===== config.mk =====
export PLATFORM = sky130hd
export DESIGN_NAME = lif_neuron_core
export DESIGN_NICKNAME = d
export VERILOG_FILES = /design/src/rtl/snn_pkg.sv /design/src/rtl/synapse_weight_rf.sv /design/src/rtl/lif_neuron_core.sv
export SDC_FILE = /design/constraint.sdc
export NUM_CORES = 1
export LEC_CHECK = 0
export ABC_AREA = 1
export CAP_MARGIN = 20
export CORE_ASPECT_RATIO = 2
export CORE_MARGIN = 10
export CORE_UTILIZATION = 35
export CTS_BUF_LIST = sky130_fd_sc_hd__clkbuf_2
export CTS_CLUSTER_SIZE = 8
export DETAILED_ROUTE_END_ITERATION = 8
export PLACE_DENSITY = 0.48
export SYNTH_ARGS = -nofsm -noshare
export SYNTH_HDL_FRONTEND = slang
export SYNTH_HIERARCHICAL = 1
export SYNTH_SLANG_ARGS = --single-unit

===== constraint.sdc =====
create_clock -name clock -period 2.9 [get_ports clock]
set_input_delay 0.29 -clock clock [delete_from_list [all_inputs] [get_ports clock]]
set_output_delay 0.29 -clock clock [all_outputs]
set_load 0.02 [all_outputs]

===== src/rtl/snn_pkg.sv =====
// Shared types and sizes for the spiking-neuron datapath; the STDP block
// reuses weight_t so both sides agree on the weight format.
package snn_pkg;

  localparam int N_SYN   = 16;
  localparam int W_WIDTH = 4;
  localparam int V_WIDTH = 10;
  localparam int IDX_W   = $clog2(N_SYN);

  typedef logic [W_WIDTH-1:0] weight_t;

  typedef enum logic [1:0] {
    IDLE,
    LEAK,
    ACCUM,
    FIRE
  } neuron_state_t;

  // Membrane + weight, clamped at the top of the V_WIDTH range.
  function automatic logic [V_WIDTH-1:0] sat_add(input logic [V_WIDTH-1:0] a,
                                                 input weight_t            b);
    logic [V_WIDTH:0] s;
    s = {1'b0, a} + (V_WIDTH + 1)'(b);
    return s[V_WIDTH] ? {V_WIDTH{1'b1}} : s[V_WIDTH-1:0];
  endfunction

endpackage


===== src/rtl/synapse_weight_rf.sv =====
// Synaptic weight register file: one write port from STDP, two combinational
// read ports (accumulation index and external debug/STDP index).
module synapse_weight_rf
  import snn_pkg::*;
#(
  parameter int INIT_WEIGHT = 8
) (
  input  logic             clock,
  input  logic             rst_n,
  input  logic             wr_en,
  input  logic [IDX_W-1:0] wr_sel,
  input  weight_t          wr_weight,
  input  logic [IDX_W-1:0] acc_sel,
  output weight_t          acc_weight,
  input  logic [IDX_W-1:0] rd_sel,
  output weight_t          rd_weight
);

  weight_t w_q [N_SYN];

  generate
    for (genvar gi = 0; gi < N_SYN; gi++) begin : g_weight
      always_ff @(posedge clock or negedge rst_n) begin
        if (!rst_n) begin
          w_q[gi] <= W_WIDTH'(INIT_WEIGHT);
        end else if (wr_en && (wr_sel == IDX_W'(gi))) begin
          w_q[gi] <= wr_weight;
        end
      end
    end
  endgenerate

  // Reads see the pre-edge value, so a same-cycle write never disturbs accumulation.
  assign acc_weight = w_q[acc_sel];
  assign rd_weight  = w_q[rd_sel];

endmodule


===== src/rtl/lif_neuron_core.sv =====
// Leaky integrate-and-fire neuron: per time step it leaks, serially integrates
// the latched weighted spikes, fires against a threshold and tracks refractoriness.
module lif_neuron_core
  import snn_pkg::*;
#(
  parameter int THRESHOLD    = 64,
  parameter int LEAK_SHIFT   = 3,
  parameter int REFRAC_STEPS = 2,
  parameter int INIT_WEIGHT  = 8
) (
  input  logic               clock,
  input  logic               rst_n,
  input  logic               time_step,
  input  logic [N_SYN-1:0]   pre_spike,
  input  logic               wr_en,
  input  logic [IDX_W-1:0]   wr_sel,
  input  weight_t            wr_weight,
  input  logic [IDX_W-1:0]   rd_sel,
  output weight_t            rd_weight,
  output logic               post_spike,
  output logic               step_done,
  output logic               busy,
  output logic [V_WIDTH-1:0] membrane,
  output logic               refractory
);

  localparam int R_W = (REFRAC_STEPS > 0) ? $clog2(REFRAC_STEPS + 1) : 1;

  neuron_state_t      state_q, state_d;
  logic [V_WIDTH-1:0] v_q, v_d;
  logic [N_SYN-1:0]   latch_q, latch_d;
  logic [IDX_W-1:0]   idx_q, idx_d;
  logic [R_W-1:0]     refrac_q, refrac_d;
  logic               post_q, post_d;
  logic               done_q, done_d;
  weight_t            acc_weight;

  synapse_weight_rf #(
    .INIT_WEIGHT(INIT_WEIGHT)
  ) u_rf (
    .clock      (clock),
    .rst_n      (rst_n),
    .wr_en      (wr_en),
    .wr_sel     (wr_sel),
    .wr_weight  (wr_weight),
    .acc_sel    (idx_q),
    .acc_weight (acc_weight),
    .rd_sel     (rd_sel),
    .rd_weight  (rd_weight)
  );

  always_ff @(posedge clock or negedge rst_n) begin
    if (!rst_n) begin
      state_q  <= IDLE;
      v_q      <= '0;
      latch_q  <= '0;
      idx_q    <= '0;
      refrac_q <= '0;
      post_q   <= 1'b0;
      done_q   <= 1'b0;
    end else begin
      state_q  <= state_d;
      v_q      <= v_d;
      latch_q  <= latch_d;
      idx_q    <= idx_d;
      refrac_q <= refrac_d;
      post_q   <= post_d;
      done_q   <= done_d;
    end
  end

  always_comb begin
    state_d  = state_q;
    v_d      = v_q;
    latch_d  = latch_q;
    idx_d    = idx_q;
    refrac_d = refrac_q;
    post_d   = 1'b0;
    done_d   = 1'b0;
    case (state_q)
      IDLE: begin
        if (time_step) begin
          latch_d = pre_spike;
          idx_d   = '0;
          state_d = LEAK;
        end
      end
      LEAK: begin
        // A refractory step skips integration entirely.
        if (refrac_q != '0) begin
          v_d     = '0;
          state_d = FIRE;
        end else begin
          v_d     = v_q - (v_q >> LEAK_SHIFT);
          state_d = ACCUM;
        end
      end
      ACCUM: begin
        if (latch_q[idx_q]) begin
          v_d = sat_add(v_q, acc_weight);
        end
        idx_d = idx_q + IDX_W'(1);
        if (idx_q == IDX_W'(N_SYN - 1)) begin
          state_d = FIRE;
        end
      end
      FIRE: begin
        if ((refrac_q == '0) && (v_q >= V_WIDTH'(THRESHOLD))) begin
          post_d   = 1'b1;
          v_d      = '0;
          refrac_d = R_W'(REFRAC_STEPS);
        end else if (refrac_q != '0) begin
          refrac_d = refrac_q - R_W'(1);
        end
        done_d  = 1'b1;
        state_d = IDLE;
      end
      default: state_d = IDLE;
    endcase
  end

  assign post_spike = post_q;
  assign step_done  = done_q;
  assign busy       = (state_q != IDLE);
  assign membrane   = v_q;
  assign refractory = (refrac_q != '0);

endmodule

==> results of run 1 <==
## through the flow
stage                     power (W)  utilization, %  hold slack [ns]
after CTS                   0.00642            40.2           0.0495
after global placement      0.00565            39.5            0.291
after global routing        0.00699            40.4           0.0568
after floorplan             0.00455               -         -0.00559
final                       0.00636            40.4            0.102
after detailed placement    0.00565            39.5            0.295
## timing repair
item | in CTS | in global routing
hold buffers | 1 | 0
endpoints found under the setup margin | 0 | 1
setup buffers | 0 | 3
endpoints found under the hold margin | 56 | 0
resized for setup | 0 | 2
## kinds of logic (layout without fill, tap and decap cells)
kind of cell | Yosys count | count (layout) | share of synthesized area (%)
adder cells (fa/ha/maj) | 19 | 19 | 3.93
AND/OR/NAND/NOR | 565 | 565 | 37.8
XOR/XNOR | 1 | 1 | 0.136
buffers and inverters | 150 | 204 | 9.57
other | 0 | 1 | 0
AO/OA/AOI/OAI | 112 | 112 | 9.30
flip-flops | 100 | 100 | 39.2
## routing by layer
| layer | share of wire (%) | wire (µm) | vias to the layer above |
|---|---|---|---|
| li1 | - | - | 3105 |
| met4 | 4.1 | 871 | 0 |
| met2 | 55 | 11800 | 146 |
| met3 | 3.4 | 720 | 44 |
| met5 | 0 | 0 | - |
| met1 | 37 | 7970 | 2866 |
## placed cells by master, fill, tap and decap left out, types with 3 or more instances in the layout
cell type        synthesis  routed
nand3_1                143     142
buf_4                    2      17
dfrtp_1                 84      84
o21ai_0                 79      79
nor2_1                  28      28
o21ai_1                  4       4
a21oi_1                 15      15
nand2_1                370     370
nand3_2                  3       4
o21ai_2                  4       4
nand2_2                  5       5
dfstp_2                 16      16
nor2_4                   4       4
clkbuf_2                 0      10
clkinvlp_4               0       4
inv_1                  113     112
clkdlybuf4s50_1          0      48
buf_12                   0       4
nand4_1                  3       3
ha_1                    17      17
## power by group
group / leakage (nW) / switching, W / internal (W)
clock network: 0.0667 / 0.000524 / 0.000210
logic: 2.41 / 0.00223 / 0.00128
registers: 1.23 / 0.000293 / 0.00182
## flip-flops by register name, indices dropped and copies added (netlist names)
name and count:
latch_q 16, step_done 1, refrac_q 2, idx_q 4
post_spike 1, state_q 2, membrane 10, u_rf/w_q 64
## cell type report
type / count / area (µm²)
Tap cell: 216 / 270
Multi-Input combinational cell: 697 / 3300
Clock inverter: 6 / 72.6
Inverter: 118 / 449
Timing Repair Buffer: 70 / 698
Sequential cell: 100 / 2520
Clock buffer: 10 / 50.0
Antenna cell: 1 / 2.50
Fill cell: 2007 / 10900
## worst paths after layout
kind / startpoint / to / slack [ns] / cells past startpoint
max in group asynchronous: rst_n / u_rf/w_q[47] / 2.03 / 3
setup / recovery: u_rf/w_q[35] / rd_weight[3] / 0.20 / 7
min in group clock: pre_spike[12] / latch_q[12] / 0.12 / 3
hold reg to reg: u_rf/w_q[51] / u_rf/w_q[51] / 0.51 / 2
hold / removal: rst_n / u_rf/w_q[26] / 0.10 / 2
setup reg to reg: idx_q[1] / membrane[6] / 0.28 / 15
==> impl_metrics.toml, run 1 <==
[worst_setup_path]
critPathTopFamily = "buffers and inverters"
cpPeakStageDelay_ns = 0.61
worstPathArrival_ns = 2.41
critPathRequiredTime_ns = 2.61
cp.buffers_inverters = 2
worst-setup-path-type = "reg -> out"
crit_path_frequent_cell = "nand3_1"
crit_fanout = 2
worstSetupStartpointType = "flip-flop"
endpoint_kind = "output pin"
worst_path_max_delay_cell = "clkdlybuf4s50_1"
crit_chain = "inv_1 -> nand2_1 -> nand3_1 -> nand3_1 -> nand3_1 -> nand2_1 -> clkdlybuf4s50_1"

[timing]
layout_setup_ws_ns = 0.200
slew_viol_final = 0
rsz0062_at_grt = "no"
fin_crit_sh_pct = 93.1
clock-skew-final_ns = 0.0417
period_needed_ns = 2.70
fmax_mhz = 370
setup_viol = 0
hold_violations = 0
tightest_slew_ns = 0.660
relSlewSlack_pct = 56.0
fin_setup_tns_ns = 0

[yosys]
syn_inst = 947
ys_types = 37
yosysMostFrequentCell = "nand2_1"
async_flop_share_pct = 100
synth_nets = 998
syn_area_um2 = 6430
yosys-top-cells-area = "dfrtp_1, nand2_1, nand3_1, inv_1, dfstp_2"
synth_area_leader_cell = "dfrtp_1"
avgSynthCellArea_um2 = 6.79
ys.flop_type = "dfrtp_1"
yosysSeqAreaShare_pct = 39.2
synth_edf_count = 0
synth_top_area_share_pct = 32.7
synthTopCellsByCount = "nand2_1, nand3_1, inv_1"
ys_ff_latch = 100
yosys_warnings = 6

[global_route]
met1_usage_pct = 19.5
first_global_vias = 6284
grt_max_degree = 67
grt_pass1_wl_um = 34700
use_met2_pct = 34.2
met3_usage_pct = 2.41
grt_use_total_pct = 18.4
busiest_layer = "met2"
grt_remaining_overflow = 0
antenna_found_initial = 1

[place]
hpwl_um = 16500
port_buffers = 49
pre_cts_slack_ns = 0.246
dp.cells = 1197
post_dp_cell_area_um2 = 7200
gp_congestion = 0.908

[floorplanning]
dieArea_um2 = 24500
start_util_pct = 35.3
die_width_um = 116
rows = 70
dieHeight_um = 212
pin_count = 50
core-area_um2 = 18200

[clocking]
cts_tree = "built"
cts_max_path_buffers = 2
cts.clk_slew.worst_paths_ns = 0.30
cts_made_buffers = 9
clockRootBuffer = "clkbuf_2"
clock_latency_ns = 0.65
cts_max_level = 3
cts_sinks = 100

[routing]
routed_wirelength_um = 21400
wl_per_cell_um = 17.6
drc_errors = 0
dr.pass1.iters = 5
vias_per_cell = 5.06
vias = 6161
ant_nets = 0
drt-initial-drc-count = 321

[power_and_ir_drop]
pwr_density_cell_nw_per_um2 = 864
p_leak_nw = 3.71
ir_worst_vdd_mv = 0.549

[finish]
area_growth_pct = 14.5
fin_area_um2 = 7360
layout.nets = 1047
drive_gt1_share_pct = 7.99
fin_cells = 1218

[flow_run]
maxCapViolCount = 0

[min_path]
min_path_type = "in -> async"

[run_status]
outcome = "completed"
Note: power is estimated with default switching activity, not from simulation.
==> run 2: changes to the inputs <==
- SETUP_SLACK_MARGIN: not set -> 0.4
==> impl_metrics.toml, run 2 (synthesis gave the netlist of run 1 again) <==
[routing]
drc_errors = 0
dr.pass1.iters = 6
vias = 6234
wl_per_cell_um = 18.0
drt-initial-drc-count = 305
vias_per_cell = 5.07
routed_wirelength_um = 22200
ant_nets = 0

[power_and_ir_drop]
power_switching_w = 0.00330
ir_worst_vdd_mv = 0.461
pwr_density_cell_nw_per_um2 = 878
internal-power_w = 0.00353
p_seq_share_pct = 31.2
clock_power_share_pct = 11.0
p_comb_share_pct = 57.8
p_leak_nw = 3.88
p_sw_share_pct = 48.3

[clocking]
cts_max_path_buffers = 2
cts_max_level = 3
cts_sinks = 100
clock_latency_ns = 0.64
clockRootBuffer = "clkbuf_2"
cts.clk_slew.worst_paths_ns = 0.32
cts_tree = "built"
cts_made_buffers = 9

[finish]
drive_gt1_share_pct = 13.9
largest_register_ffs = 64
fill_cells = 1957
mostFrequentLayoutCell = "nand2_1"
layout.nets = 1059
area_growth_pct = 21.0
final_cell_mix = "nand2_1, nand3_1, inv_1"
regMostFlops = "u_rf/w_q"

[floorplanning]
start_util_pct = 35.3
dieHeight_um = 212
core-area_um2 = 18200
rows = 70
die_width_um = 116
pin_count = 50
dieArea_um2 = 24500

[worst_setup_path]
endpoint_kind = "flip-flop"
crit_fanout = 7
worstPathArrival_ns = 2.89
critPathRequiredTime_ns = 3.41
worst-setup-path-type = "reg -> reg"
worstSetupStartpointType = "flip-flop"

[timing]
clock-skew-final_ns = 0.0564
hold_violations = 0
fin_setup_tns_ns = 0
fmax_mhz = 421
fin_crit_sh_pct = 81.9
rsz0062_at_grt = "yes"
layout_setup_ws_ns = 0.526
setup_viol = 0
period_needed_ns = 2.37
tightest_slew_ns = 0.656
slew_viol_final = 0
relSlewSlack_pct = 56.2

[place]
port_buffers = 49
pre_cts_slack_ns = 0.304
gp_congestion = 0.945
hpwl_um = 16900

[global_route]
grt_pass1_wl_um = 35200
antenna_found_initial = 1
grt_max_degree = 44
grt_use_total_pct = 18.7
first_global_vias = 6462
grt_remaining_overflow = 0

[min_path]
min_path_type = "in -> reg"

[run_status]
outcome = "completed"

[flow_run]
maxCapViolCount = 0
==> run 2: path summary, 6_finish.rpt <==
check                              start            to  slack (ns)  cells after the start
max                             idx_q[0]   membrane[4]        0.53                     15
min                        pre_spike[13]   latch_q[13]        0.12                      3
max reg2reg                     idx_q[0]   membrane[4]        0.53                     15
min reg2reg                 u_rf/w_q[35]  u_rf/w_q[35]        0.51                      2
max in group asynchronous          rst_n  u_rf/w_q[55]        2.01                      3
min in group asynchronous          rst_n  u_rf/w_q[46]        0.13                      2
==> run 2: power by group through the flow <==
stage	clock [W]	combinational, W	sequential, W
2_1_floorplan	0	0.00244	0.00212
5_1_grt	0.000830	0.00443	0.00219
4_1_cts	0.000794	0.00372	0.00213
6_report	0.000749	0.00395	0.00213
3_5_place_dp	0	0.00351	0.00215
3_3_place_gp	0	0.00351	0.00215
==> run 2: cell type report <==
type | instances | area (µm²) | area share, %
Antenna cell | 1 | 2.50 | 0.0322
Timing Repair Buffer | 82 | 835 | 10.7
Sequential cell | 100 | 2520 | 32.4
Inverter | 118 | 450 | 5.79
Multi-Input combinational cell | 697 | 3570 | 45.9
Clock buffer | 9 | 45.0 | 0.579
Tap cell | 216 | 270 | 3.47
Clock inverter | 7 | 80.1 | 1.03
==> run 2: timing repair <==
action / in CTS / in global routing
endpoints found under the hold margin: 53 / 0
hold buffers: 1 / 0
setup buffers: 5 / 2
pin swaps: 4 / 18
cloned: 2 / 1
endpoints found under the setup margin: 14 / 12
gates resized for setup: 31 / 54
==> run 2: worst max-delay path, stage by stage (launching register included) <==
cell      delay [ns]
dfrtp_2         0.50
clkinv_4        0.12
buf_6           0.14
buf_4           0.14
nand2_1         0.07
nand3_2         0.09
nand3_4         0.09
nand3_2         0.07
nand2_2         0.09
ha_4            0.23
a21oi_2         0.18
nand2_4         0.10
o211ai_1        0.21
nand2_1         0.08
nand2_1         0.08
o21ai_2         0.05
==> run 2: per-stage QoR <==
step | power [W] | hold slack (ns) | area [µm²] | utilization (%) | std cells
floorplan | 0.00456 | -0.00559 | 6450 | - | 947
global placement | 0.00566 | 0.338 | 7200 | 39.5 | 1202
detailed placement | 0.00565 | 0.335 | 7200 | 39.5 | 1202
CTS | 0.00664 | 0.0496 | 7520 | 41.3 | 1226
global route | 0.00745 | 0.0868 | 7780 | 42.7 | 1230
finish | 0.00683 | 0.124 | 7780 | 42.7 | 1230
==> run 2: routing by layer <==
metal	GRT usage [%]	share of wire [%]	vias to the layer above
met4	11.2	5.5	0
met1	19.0	37	2906
li1	-	-	3127
met2	34.7	55	143
met3	2.61	3.1	58
met5	0	0	-
